[src/rtl/lut_rd_arbiter.sv]
// Three-requester read arbiter in front of a shared single-port lookup ROM with tagged responses.
// Define LUT_ARB_FIXED_PRIO_EN for fixed priority (requester 0 highest) instead of round-robin.
module lut_rd_arbiter #(
    parameter int ADDR_WIDTH  = 10,
    parameter int DATA_WIDTH  = 8,
    parameter int ROM_LATENCY = 1
) (
    input  logic                  clk,
    input  logic                  rst_n,
    input  logic [2:0]            req_valid,
    input  logic [ADDR_WIDTH-1:0] req_addr0,
    input  logic [ADDR_WIDTH-1:0] req_addr1,
    input  logic [ADDR_WIDTH-1:0] req_addr2,
    output logic [2:0]            req_ready,
    output logic [ADDR_WIDTH-1:0] rom_addr,
    input  logic [DATA_WIDTH-1:0] rom_rd_data,
    output logic [2:0]            rsp_valid,
    output logic [DATA_WIDTH-1:0] rsp_data,
    output logic                  busy
);

    logic [2:0]                         w_grant;
    logic                               w_xfer;
    logic [ADDR_WIDTH-1:0]              r_last_addr;
    logic [ROM_LATENCY-1:0][2:0]        r_tag;

`ifdef LUT_ARB_FIXED_PRIO_EN
    always_comb begin
        w_grant = 3'b000;
        if (req_valid[0])      w_grant = 3'b001;
        else if (req_valid[1]) w_grant = 3'b010;
        else if (req_valid[2]) w_grant = 3'b100;
    end
`else
    logic [1:0] r_ptr;

    // Rotate so the pointed-to requester sits at bit 0, take the lowest set bit, rotate back.
    function automatic logic [2:0] rr_pick(input logic [2:0] v, input logic [1:0] p);
        logic [2:0] rot;
        logic [2:0] pick;
        case (p)
            2'd1:    rot = {v[0], v[2:1]};
            2'd2:    rot = {v[1:0], v[2]};
            default: rot = v;
        endcase
        if (rot[0])      pick = 3'b001;
        else if (rot[1]) pick = 3'b010;
        else if (rot[2]) pick = 3'b100;
        else             pick = 3'b000;
        case (p)
            2'd1:    return {pick[1:0], pick[2]};
            2'd2:    return {pick[0], pick[2:1]};
            default: return pick;
        endcase
    endfunction

    always_comb w_grant = rr_pick(req_valid, r_ptr);

    always_ff @(posedge clk or negedge rst_n) begin
        if (!rst_n) begin
            r_ptr <= 2'd0;
        end else if (w_xfer) begin
            case (req_ready)
                3'b001:  r_ptr <= 2'd1;
                3'b010:  r_ptr <= 2'd2;
                default: r_ptr <= 2'd0;
            endcase
        end
    end
`endif

    // Grants are suppressed while reset is held so nothing is accepted that would be lost.
    assign req_ready = rst_n ? w_grant : 3'b000;
    assign w_xfer    = |req_ready;

    always_comb begin
        case (req_ready)
            3'b001:  rom_addr = req_addr0;
            3'b010:  rom_addr = req_addr1;
            3'b100:  rom_addr = req_addr2;
            default: rom_addr = r_last_addr;
        endcase
    end

    always_ff @(posedge clk or negedge rst_n) begin
        if (!rst_n) begin
            r_last_addr <= '0;
        end else if (w_xfer) begin
            r_last_addr <= rom_addr;
        end
    end

    // The one-hot grant rides alongside the ROM access and emerges with its data.
    generate
        if (ROM_LATENCY > 1) begin : g_tag_deep
            always_ff @(posedge clk or negedge rst_n) begin
                if (!rst_n) begin
                    r_tag <= '0;
                end else begin
                    r_tag <= {r_tag[ROM_LATENCY-2:0], req_ready};
                end
            end
        end else begin : g_tag_single
            always_ff @(posedge clk or negedge rst_n) begin
                if (!rst_n) begin
                    r_tag <= '0;
                end else begin
                    r_tag <= req_ready;
                end
            end
        end
    endgenerate

    assign rsp_valid = r_tag[ROM_LATENCY-1];
    assign rsp_data  = rom_rd_data;
    assign busy      = |r_tag;

endmodule
[config.mk]
export PLATFORM = sky130hd
export DESIGN_NAME = lut_rd_arbiter
export DESIGN_NICKNAME = d
export VERILOG_FILES = /design/src/rtl/lut_rd_arbiter.sv
export SDC_FILE = /design/constraint.sdc
export NUM_CORES = 1
export LEC_CHECK = 0
export CORE_MARGIN = 1
export CORE_UTILIZATION = 38
export CTS_BUF_LIST = sky130_fd_sc_hd__clkbuf_2 sky130_fd_sc_hd__clkbuf_4 sky130_fd_sc_hd__clkbuf_8
export DETAILED_ROUTE_END_ITERATION = 12
export MAX_ROUTING_LAYER = met4
export PLACE_DENSITY = 0.82
export SKIP_LAST_GASP = 1
export SLEW_MARGIN = 25
export SYNTH_ARGS = -nofsm -noshare
export SYNTH_HDL_FRONTEND = slang
export SYNTH_SLANG_ARGS = --single-unit
export TNS_END_PERCENT = 1
[constraint.sdc]
create_clock -name clk -period 3.1 [get_ports clk]
set_input_delay 0.62 -clock clk [delete_from_list [all_inputs] [get_ports clk]]
set_output_delay 0.62 -clock clk [all_outputs]
set_load 0.01 [all_outputs]
==> results of run 1 <==
## logic make-up (layout without fill, tap and decap cells)
logic type               count (synthesis)  in the layout  share of synthesized area, %
AO/OA/AOI/OAI                           46             46                          33.7
adder cells (fa/ha/maj)                  2              2                          2.23
flip-flops                              15             15                          33.5
XOR/XNOR                                 1              1                         0.782
AND/OR/NAND/NOR                         36             38                          16.6
buffers and inverters                   21             83                          13.1
## critical path: cells and delay by family, from the launching register on
kind                     cells  cell delay, ps
AND/OR/NAND/NOR              1             190
buffers and inverters        4             600
flip-flops                   1             400
AO/OA/AOI/OAI                3             740
adder cells (fa/ha/maj)      1             210
## power by group
part / internal, uW / switching (uW) / leakage, uW
sequential: 284 / 35.7 / 0.000189
clock: 48.2 / 77.3 / 0.0000177
combinational: 707 / 602 / 0.000602
## per-stage QoR
| stage | hold slack, ps | TNS (ps) | worst slack, ps | power (uW) |
|---|---|---|---|---|
| floorplan | 324 | 0 | 618 | 1030 |
| global placement | 531 | -3570 | -362 | 1500 |
| detailed placement | 548 | -4140 | -437 | 1540 |
| CTS | 606 | -31.2 | -31.2 | 1700 |
| global route | 669 | -329 | -60.3 | 1870 |
| finish | 619 | 0 | 33.1 | 1750 |
## worst paths after layout
| check | cells after the start | slack, ps | startpoint | to |
|---|---|---|---|---|
| max in group asynchronous | 2 | 2170 | rst_n | r_last_addr[0] |
| worst min-delay path | 2 | 620 | r_ptr[1] | r_ptr[1] |
| worst min register to register | 2 | 620 | r_ptr[1] | r_ptr[1] |
| worst max-delay path | 9 | 30 | r_ptr[0] | rom_addr[8] |
| worst max register to register | 10 | 900 | r_ptr[0] | r_last_addr[5] |
| min in group asynchronous | 2 | 760 | rst_n | r_ptr[0] |
## cell type report
type,count,share of cell area [%]
clock buffer,3,1.24
clock inverter,1,0.275
inverter,5,1.03
multi-input combinational,87,35.5
sequential,15,20.6
tap,31,2.13
timing repair buffer,74,39.2
## cells in the final DEF, fill, tap and decap left out, types with 3 or more instances in the layout
master           instances
a221o_1                 20
dlygate4sd2_1           11
o21ai_0                 10
nand2_1                 23
o31ai_1                  3
nand2b_1                 3
buf_4                   19
dfrtp_1                 15
clkdlybuf4s50_1         38
inv_1                    3
clkbuf_4                 3
## state kept, by name (all words and copies together), names as in the netlist
signal	flops
rsp_valid	3
r_last_addr	10
r_ptr	2
## Yosys cell counts (all sizes together) (2+ instances only)
library cell / instances
o21ai: 12
nor3: 2
nand2: 23
dfrtp: 15
nand2b: 4
a211oi: 2
and2: 2
o31ai: 3
inv: 5
buf: 15
a21oi: 2
ha: 2
a221o: 20
nor2: 2
## per-layer routing
| layer | part of all wire, % | wire [um] |
|---|---|---|
| met2 | 54 | 1960 |
| met1 | 39 | 1430 |
| met5 | 0 | 0 |
| met3 | 5.0 | 182 |
| met4 | 1.8 | 65 |
## repair_timing
item / in CTS / in global routing
pin swaps: 1 / 4
setup endpoints to repair: 10 / 10
setup buffers: 4 / 1
hold endpoints to repair: 0 / 0
resized for setup: 21 / 5
gates cloned: 2 / 1
==> qor_table.md, run 1 <==
| Metric | Reported |
|:---|:---|
| Number of sinks driven by the clock tree | 15 |
| Cell count after placement | 204 |
| Initial Util | 40.3% |
| Setup violators final | 0 |
| Number of flops mapped to enable cells by yosys | 0 |
| Residual overflow from global routing | 0 |
| Syn_nets | 166 |
| Clock latency on the worst-skew pair | 310 ps |
| Overall track demand over capacity in global routing | 23.7% |
| Worst path max stage delay | 400 ps |
| Startpoint-to-endpoint class of the critical path | reg2out |
| Library cell with the largest summed area after synthesis | dfrtp_1 |
| I/O pin total | 68 |
| Estimated wirelength of the detail-placed design | 2460 um |
| Power per cell area | 964 nW/um^2 |
| Crit path DAT | 2450 ps |
| Final antenna-violating net count | 0 |
| Main area contributors after synthesis | dfrtp_1 (34%), a221o_1 (18%), nand2_1 (7.7%) |
| NumNets Final | 231 |
| Register area share after synthesis | 33.5% |
| Synth Warn # | 0 |
| # fillers | 234 |
| Met1 capacity usage during global routing | 25.8% |
| Die extent in y | 56.3 um |
| Root Buffer | clkbuf_4 |
| Met3 usage in global routing | 2.53% |
| Number of non-filler instances in the completed layout | 216 |
| Number of max-slew violations in the final report | 0 |
| Unrepaired setup endpoints after global routing | true |
| First-pass iteration count of the detailed router | 6 |
| First-pass GRT wire length | 5550 um |
| Share of the clock period used by the worst path | 98.9% |
| Largest net degree at the start of global routing | 21 |
| Min Clock Period, post-route | 3070 ps |
| Die Area | 3170 um^2 |
| Post-route cell area | 1820 um^2 |
| Startpoint types | flip-flop |
| GRT met2 Usage | 42.3% |
| Post-synth cell types | 31 |
| Via count of the first global-routing pass | 1218 |
| Final weighted congestion in routability-driven placement | 0.888 |
| Chain of cells forming the critical path | inv_2 -> ha_4 -> o32a_1 -> o221a_4 -> nor3_4 -> buf_4 -> bufbuf_16 -> a221o_1 -> buf_2 |
| Width of the chip | 56.3 um |
| Area occupied by multi-input gates | 646 um^2 |
| Layer with the highest usage after global routing | met2 |
| Fraction of synthesized cell area taken by the top area cell type | 33.5% |
| Leading register cell type out of synthesis | dfrtp_1 |
| Least-Margin Pin Slew | 448 ps |
| Ratio of cells with drive above 1 in the final layout | 22.2% |
| Hold buffer count at CTS | 0 |
| Number of synthesized register bits | 15 |
| Count of input and output buffers | 51 |
| Clock Path Buffers | 2 |
| Drt initial violations | 54 |
| Detailed-route DRC error count | 0 |
| Peak clock frequency supported by timing | 326 MHz |
| Worst-case clock skew | 13.5 ps |
| Number of max-capacitance violations reported | 0 |
| Initial antenna violation count | 0 |
| Final WL | 3640 um |
| Total clock buffers created by CTS | 3 |
| Endpoints failing hold | 0 |
| Final core utilization | 65.4% |
| Via count of the routed design | 1269 |
| Highest fanout seen on the critical path | 8 |
| TritonCTS clock tree | yes |
| Endpoint class of the critical path | output pin |
| Routed len/inst | 16.8 um |
| Total leakage power | 0.000808 uW |
| Row cnt | 19 |
| Reg area | 375 um^2 |
| Gate Count Post-Synth | 121 |
| Clock-pin slew on the worst setup and hold paths | 100 ps |
| CTS H-Tree Depth | 1 |
| Synthesized area per cell | 9.25 um^2 |
| Core Region | 2780 um^2 |
| VDD IR max | 0.661 mV |
| Area Overhead vs Synth | 62.5% |
| Post-Synthesis Cell Area | 1120 um^2 |
| Antenna diode instance count | 0 |
| Highest-delay cell along the critical path | dfrtp_1 |
| Tightest slew margin relative to the limit | 70.0% |
| Worst Hold Class | reg2reg |
| Post-detailed-route via-to-cell ratio | 5.88 |
| Share of synthesized flip-flops with an asynchronous set or reset | 100% |
| Outcome | finished, final reports clean |
| Required time at the worst-slack endpoint | 2480 ps |
| Total placed instance area | 1690 um^2 |
Power figures use the tool's default switching activity.
==> inputs of run 2 (changes only) <==
--- a/config.mk
+++ b/config.mk
@@ -9,8 +9,9 @@
 export CORE_UTILIZATION = 38
 export CTS_BUF_LIST = sky130_fd_sc_hd__clkbuf_2 sky130_fd_sc_hd__clkbuf_4 sky130_fd_sc_hd__clkbuf_8
 export DETAILED_ROUTE_END_ITERATION = 12
+export HOLD_SLACK_MARGIN = 0.05
 export MAX_ROUTING_LAYER = met4
-export PLACE_DENSITY = 0.82
+export PLACE_DENSITY_LB_ADDON = 0.12
 export SKIP_LAST_GASP = 1
 export SLEW_MARGIN = 25
 export SYNTH_ARGS = -nofsm -noshare
==> run 2 against run 1 <==
Compared with the run above: via count is 2.5% higher; sequential share of layout area is 1.0 points lower; utilization is 3.6 points higher; non-clock buffer count is 17 higher; cell count is 7.4% higher; die area stayed put; worst hold slack worse by 200 ps; flip-flop and latch count stayed put; highest routed layer unchanged; critical path type unchanged; maximum frequency is 0.40% lower; clock skew is 9.5 ps lower.
==> qor_table.md, run 2 (same netlist as run 1, synthesis figures left out) <==
| Metric | Reported |
|:---|:---|
| Total leakage power | 0.000875 uW |
| Clock Path Buffers | 2 |
| Largest net degree at the start of global routing | 18 |
| Highest fanout seen on the critical path | 6 |
| Drt initial violations | 32 |
| Clock latency on the worst-skew pair | 300 ps |
| Number of max-capacitance violations reported | 0 |
| Number of sinks driven by the clock tree | 15 |
| Final antenna-violating net count | 0 |
| Die extent in y | 56.3 um |
| Core Region | 2780 um^2 |
| CTS H-Tree Depth | 1 |
| Unrepaired setup endpoints after global routing | true |
| Endpoint class of the critical path | output pin |
| Worst Hold Class | in2async |
| Min Clock Period, post-route | 3080 ps |
| Hold buffer count at CTS | 0 |
| Startpoint-to-endpoint class of the critical path | reg2out |
| Initial Util | 40.3% |
| First-pass GRT wire length | 6110 um |
| Number of max-slew violations in the final report | 0 |
| Total clock buffers created by CTS | 3 |
| Count of input and output buffers | 51 |
| Via count of the routed design | 1301 |
| Reg2reg path depth | 10 |
| Total power | 1880 uW |
| Area Overhead vs Synth | 71.5% |
| Final WL | 3840 um |
| Register with the highest flop count | r_last_addr |
| Number of flip-flops in the largest register | 10 |
| VDD IR max | 0.634 mV |
| First-pass iteration count of the detailed router | 4 |
| Routed len/inst | 16.6 um |
| # fillers | 227 |
| Initial antenna violation count | 0 |
| Clock-pin slew on the worst setup and hold paths | 100 ps |
| Worst reg2reg startpoint | r_ptr[1] |
| Worst-case clock skew | 3.95 ps |
| Critical R2R Capture | r_last_addr[3] |
| Power per cell area | 980 nW/um^2 |
| Startpoint types | flip-flop |
| Overall track demand over capacity in global routing | 25.5% |
| Ratio of cells with drive above 1 in the final layout | 31.8% |
| Crit path DAT | 2460 ps |
| TritonCTS clock tree | yes |
| Endpoints failing hold | 0 |
| Worst-case register-to-register setup slack | 910 ps |
| Root Buffer | clkbuf_4 |
| Estimated wirelength of the detail-placed design | 2520 um |
| Required time at the worst-slack endpoint | 2480 ps |
| Peak clock frequency supported by timing | 325 MHz |
| Outcome | finished, final reports clean |
| Antenna diode instance count | 0 |
| Via count of the first global-routing pass | 1323 |
| Top library cells by usage in the layout, fill and taps aside | clkdlybuf4s50_1 (37), buf_4 (35), nand2_1 (23) |
| Worst Hold Margin | 418 ps |
| NumNets Final | 247 |
| Width of the chip | 56.3 um |
| Residual overflow from global routing | 0 |
| I/O pin total | 68 |
| Final weighted congestion in routability-driven placement | 0.894 |
| Least-Margin Pin Slew | 457 ps |
| Setup violators final | 0 |
| Die Area | 3170 um^2 |
| Most common cell after layout, fill and taps aside | clkdlybuf4s50_1 |
| Post-detailed-route via-to-cell ratio | 5.61 |
| Share of the clock period used by the worst path | 99.3% |
| Row cnt | 19 |
| Tightest slew margin relative to the limit | 69.4% |
| Detailed-route DRC error count | 0 |
[run 2: changes by cell type in the layout (fill, tap and decap cells not counted), sizes merged]
cell           delta
dlymetal6s2s      +1
dlygate4sd2       -6
clkdlybuf4s15     +6
buf              +18
clkinv            -1
clkbuf            +1
bufbuf            -1
clkdlybuf4s50     -1
nor2b             -1
[run 2: critical path: stages (launching register included)]
cell and delay [ps]:
dfrtp_2 450, ha_4 280, buf_4 140, nand2b_1 70, a21oi_1 160, a21o_2 210, nor2b_4 70, buf_4 150
a221o_1 340, dlygate4sd2_1 280
[run 2: cell type report]
type,instances,area (um^2),share of cell area (%)
Timing Repair Buffer,91,805,41.9
Multi-Input combinational cell,86,652,33.9
Clock buffer,4,30.0,1.56
Sequential cell,15,377,19.6
Tap cell,31,38.8,2.02
Inverter,5,18.8,0.977
[run 2: worst max-delay path by stage]
| stage | start | depth (start not counted) | slack (ps) | to |
|---|---|---|---|---|
| floorplan | r_ptr[0] | 8 | 620 | rom_addr[0] |
| global route | r_ptr[1] | 9 | -50 | rom_addr[2] |
| CTS | r_ptr[0] | 10 | 5 | rom_addr[1] |
| finish | r_ptr[1] | 9 | 20 | rom_addr[2] |
| global placement | req_valid[2] | 8 | -380 | rom_addr[3] |
| detailed placement | req_valid[2] | 8 | -440 | rom_addr[4] |
[run 2: layer usage]
| metal | track usage (%) | share of wire [%] | wire (um) |
|---|---|---|---|
| met1 | 30.2 | 42 | 1600 |
| met2 | 43.0 | 50 | 1930 |
| met3 | 4.61 | 7.2 | 275 |
| met4 | 9.76 | 0.94 | 36 |
| met5 | - | 0 | 0 |
[run 2: power by group]
| part | internal, uW | switching, uW | total, uW | leakage (uW) |
|---|---|---|---|---|
| Clock | 58.9 | 73.6 | 133 | 0.0000184 |
| Sequential | 285 | 37.9 | 323 | 0.000187 |
| Combinational | 782 | 644 | 1430 | 0.000669 |
[run 2: timing repair]
| action | 4_1_cts | 5_1_grt |
|---|---|---|
| resized for setup | 28 | 17 |
| endpoints found under the setup margin | 11 | 11 |
| buffers inserted | 13 | 2 |
| gates cloned | 3 | 0 |
| endpoints found under the hold margin | 0 | 0 |
| pin swaps | 2 | 4 |
[run 2: metrics by stage]
stage | worst slack, ps | instances | util [%] | area [um^2] | TNS, ps
after floorplan | 618 | 121 | - | 1120 | 0
after global placement | -384 | 210 | 61.6 | 1710 | -3770
after detailed placement | -437 | 210 | 61.6 | 1710 | -4270
after CTS | 5.08 | 230 | 67.7 | 1880 | 0
after global routing | -51.8 | 232 | 69.1 | 1920 | -374
final | 20.9 | 232 | 69.1 | 1920 | 0
==> inputs of run 3 (changes only) <==
--- a/config.mk
+++ b/config.mk
@@ -5,8 +5,10 @@
 export SDC_FILE = /design/constraint.sdc
 export NUM_CORES = 1
 export LEC_CHECK = 0
+export ABC_CLOCK_PERIOD_IN_PS = 3100
+export CAP_MARGIN = 40
 export CORE_MARGIN = 1
-export CORE_UTILIZATION = 38
+export CORE_UTILIZATION = 30
 export CTS_BUF_LIST = sky130_fd_sc_hd__clkbuf_2 sky130_fd_sc_hd__clkbuf_4 sky130_fd_sc_hd__clkbuf_8
 export DETAILED_ROUTE_END_ITERATION = 12
 export HOLD_SLACK_MARGIN = 0.05
==> run 3 against run 2 <==
Compared with the run above: cell area rose by 0.72%; sequential power barely moved; highest routed layer unchanged; largest power group unchanged; largest cell class unchanged; clock skew fell by 0.86 ps.
==> qor_table.md, run 3 (same netlist as run 1, synthesis figures left out) <==
| Metric | Reported |
|:---|:---|
| Highest-delay cell along the critical path | dfrtp_1 |
| Final core utilization | 56.2% |
| Via count of the first global-routing pass | 1274 |
| Total placed instance area | 1740 um^2 |
| Worst-case register-to-register setup slack | 740 ps |
| Estimated wirelength of the detail-placed design | 2360 um |
| Initial antenna violation count | 0 |
| Row cnt | 21 |
| Via count of the routed design | 1247 |
| Total leakage power | 0.000878 uW |
| Die extent in y | 63.1 um |
| Required time at the worst-slack endpoint | 2480 ps |
| Detailed-route DRC error count | 0 |
| Buffers & Inverters on Critical Path | 6 |
| Ratio of cells with drive above 1 in the final layout | 29.1% |
| Residual overflow from global routing | 0 |
| Power per cell area | 958 nW/um^2 |
| Clock latency on the worst-skew pair | 240 ps |
| Final WL | 3460 um |
| Startpoint-to-endpoint class of the critical path | reg2out |
| Number of flip-flops in the largest register | 10 |
| Width of the chip | 63.1 um |
| Worst reg2reg startpoint | r_ptr[0] |
| Number of max-slew violations in the final report | 0 |
| Post-route cell area | 1930 um^2 |
| Worst setup path end | rom_addr[3] |
| Final weighted congestion in routability-driven placement | 0.874 |
| Total clock buffers created by CTS | 3 |
| I/O pin total | 68 |
| Clock-pin slew on the worst setup and hold paths | 60 ps |
| Critical R2R Capture | r_last_addr[4] |
| Root Buffer | clkbuf_8 |
| Crit. path cell count | 11 |
| VDD IR max | 0.326 mV |
| Peak clock frequency supported by timing | 327 MHz |
| Top library cells by usage in the layout, fill and taps aside | clkdlybuf4s50_1 (38), buf_4 (33), nand2_1 (23) |
| Chain of cells forming the critical path | inv_2 -> ha_4 -> buf_4 -> a31oi_2 -> o221a_4 -> nor3_4 -> buf_6 -> buf_6 -> buf_4 -> a221o_1 -> clkdlybuf4s15_2 |
| Least-Margin Pin Slew | 302 ps |
| Startpoint types | flip-flop |
| Tightest slew margin relative to the limit | 79.7% |
| First-pass iteration count of the detailed router | 4 |
| Count of input and output buffers | 51 |
| Worst path max stage delay | 420 ps |
| Worst-case clock skew | 3.09 ps |
| Post-detailed-route via-to-cell ratio | 5.09 |
| Core Region | 3440 um^2 |
| Most common cell after layout, fill and taps aside | clkdlybuf4s50_1 |
| Antenna diode instance count | 0 |
| Reg2reg path depth | 12 |
| Drt initial violations | 101 |
| TritonCTS clock tree | yes |
| Number of non-filler instances in the completed layout | 245 |
| Unrepaired setup endpoints after global routing | true |
| Final antenna-violating net count | 0 |
| CTS H-Tree Depth | 1 |
| Setup violators final | 0 |
| Outcome | finished, final reports clean |
| Highest fanout seen on the critical path | 6 |
| Area Overhead vs Synth | 72.7% |
| Fin worst setup slack | 40.7 ps |
| Cell count after placement | 226 |
| Clock Path Buffers | 2 |
| Crit path from | r_ptr[0] |
| First-pass GRT wire length | 5730 um |
| Die Area | 3980 um^2 |
| Routed len/inst | 14.1 um |
| Initial Util | 32.5% |
| Total power | 1850 uW |
| Min Clock Period, post-route | 3060 ps |
| Share of the clock period used by the worst path | 98.7% |
| Endpoints failing hold | 0 |
| Overall track demand over capacity in global routing | 18.7% |
| Largest net degree at the start of global routing | 17 |
| Cell family with most CP delay | buffers and inverters |
| Crit path DAT | 2440 ps |
| Worst Hold Class | reg2reg |
| Number of max-capacitance violations reported | 0 |
| Placement Setup Slack | -415 ps |
| Endpoint class of the critical path | output pin |
| NumNets Final | 245 |
| Register with the highest flop count | r_last_addr |
| Number of sinks driven by the clock tree | 15 |
## run 3: cell types whose count changed in the layout (fill, tap and decap cells not counted), moves of 2 or more
cell / delta
clkbuf_8: +3
clkbuf_4: -3
clkdlybuf4s15_1: -5
o21ai_0: +3
dlygate4sd2_1: +6
buf_4: -2
o21ai_1: -3
## run 3: worst reg2reg max path, stage by stage (launching register included)
cell and delay (ps):
dfrtp_1 420, inv_2 70, ha_4 240, buf_4 170, a31oi_2 170, o221a_4 220
nor3_4 50, buf_6 110, buf_4 120, buf_4 120, buf_2 140, buf_4 130
a221o_1 290
## run 3: layer usage
metal  share of wire (%)  track usage [%]
met1                  46             24.3
met2                  46             28.2
met3                 6.5             3.44
met4                 1.1             7.56
met5                   0                -
## run 3: where the power goes
| group | switching, uW | internal (uW) |
|---|---|---|
| Clock | 66.3 | 99.7 |
| Sequential | 37.6 | 285 |
| Combinational | 618 | 746 |
| Total | 722 | 1130 |
## run 3: layout make-up
| cell class | instances | area [um^2] |
|---|---|---|
| Timing Repair Buffer | 90 | 788 |
| Multi-Input combinational cell | 85 | 646 |
| Tap cell | 46 | 57.6 |
| Inverter | 5 | 18.8 |
| Fill cell | 322 | 1510 |
| Sequential cell | 15 | 375 |
| Clock buffer | 4 | 48.8 |
## run 3: how the worst min path moves through the flow
stage	from	cells past startpoint	end
after detailed placement	r_ptr[0]	2	r_ptr[0]
after CTS	r_ptr[0]	2	r_ptr[0]
after floorplan	rst_n	0	r_last_addr[0]
final	r_ptr[1]	2	r_ptr[1]
after global placement	r_ptr[1]	2	r_ptr[1]
after global routing	r_last_addr[9]	3	r_last_addr[9]
## run 3: stage by stage
stage | hold slack [ps] | setup TNS [ps]
floorplan | 324 | 0
global placement | 530 | -3500
detailed placement | 550 | -4110
CTS | 566 | 0
global route | 653 | -355
finish | 615 | 0
## run 3: timing repair
item / 4_1_cts / 5_1_grt
hold buffers: 0 / 0
pin swaps: 1 / 1
gates resized for setup: 22 / 8
gates cloned: 2 / 0
setup endpoints to repair: 11 / 12
buffers inserted: 12 / 1
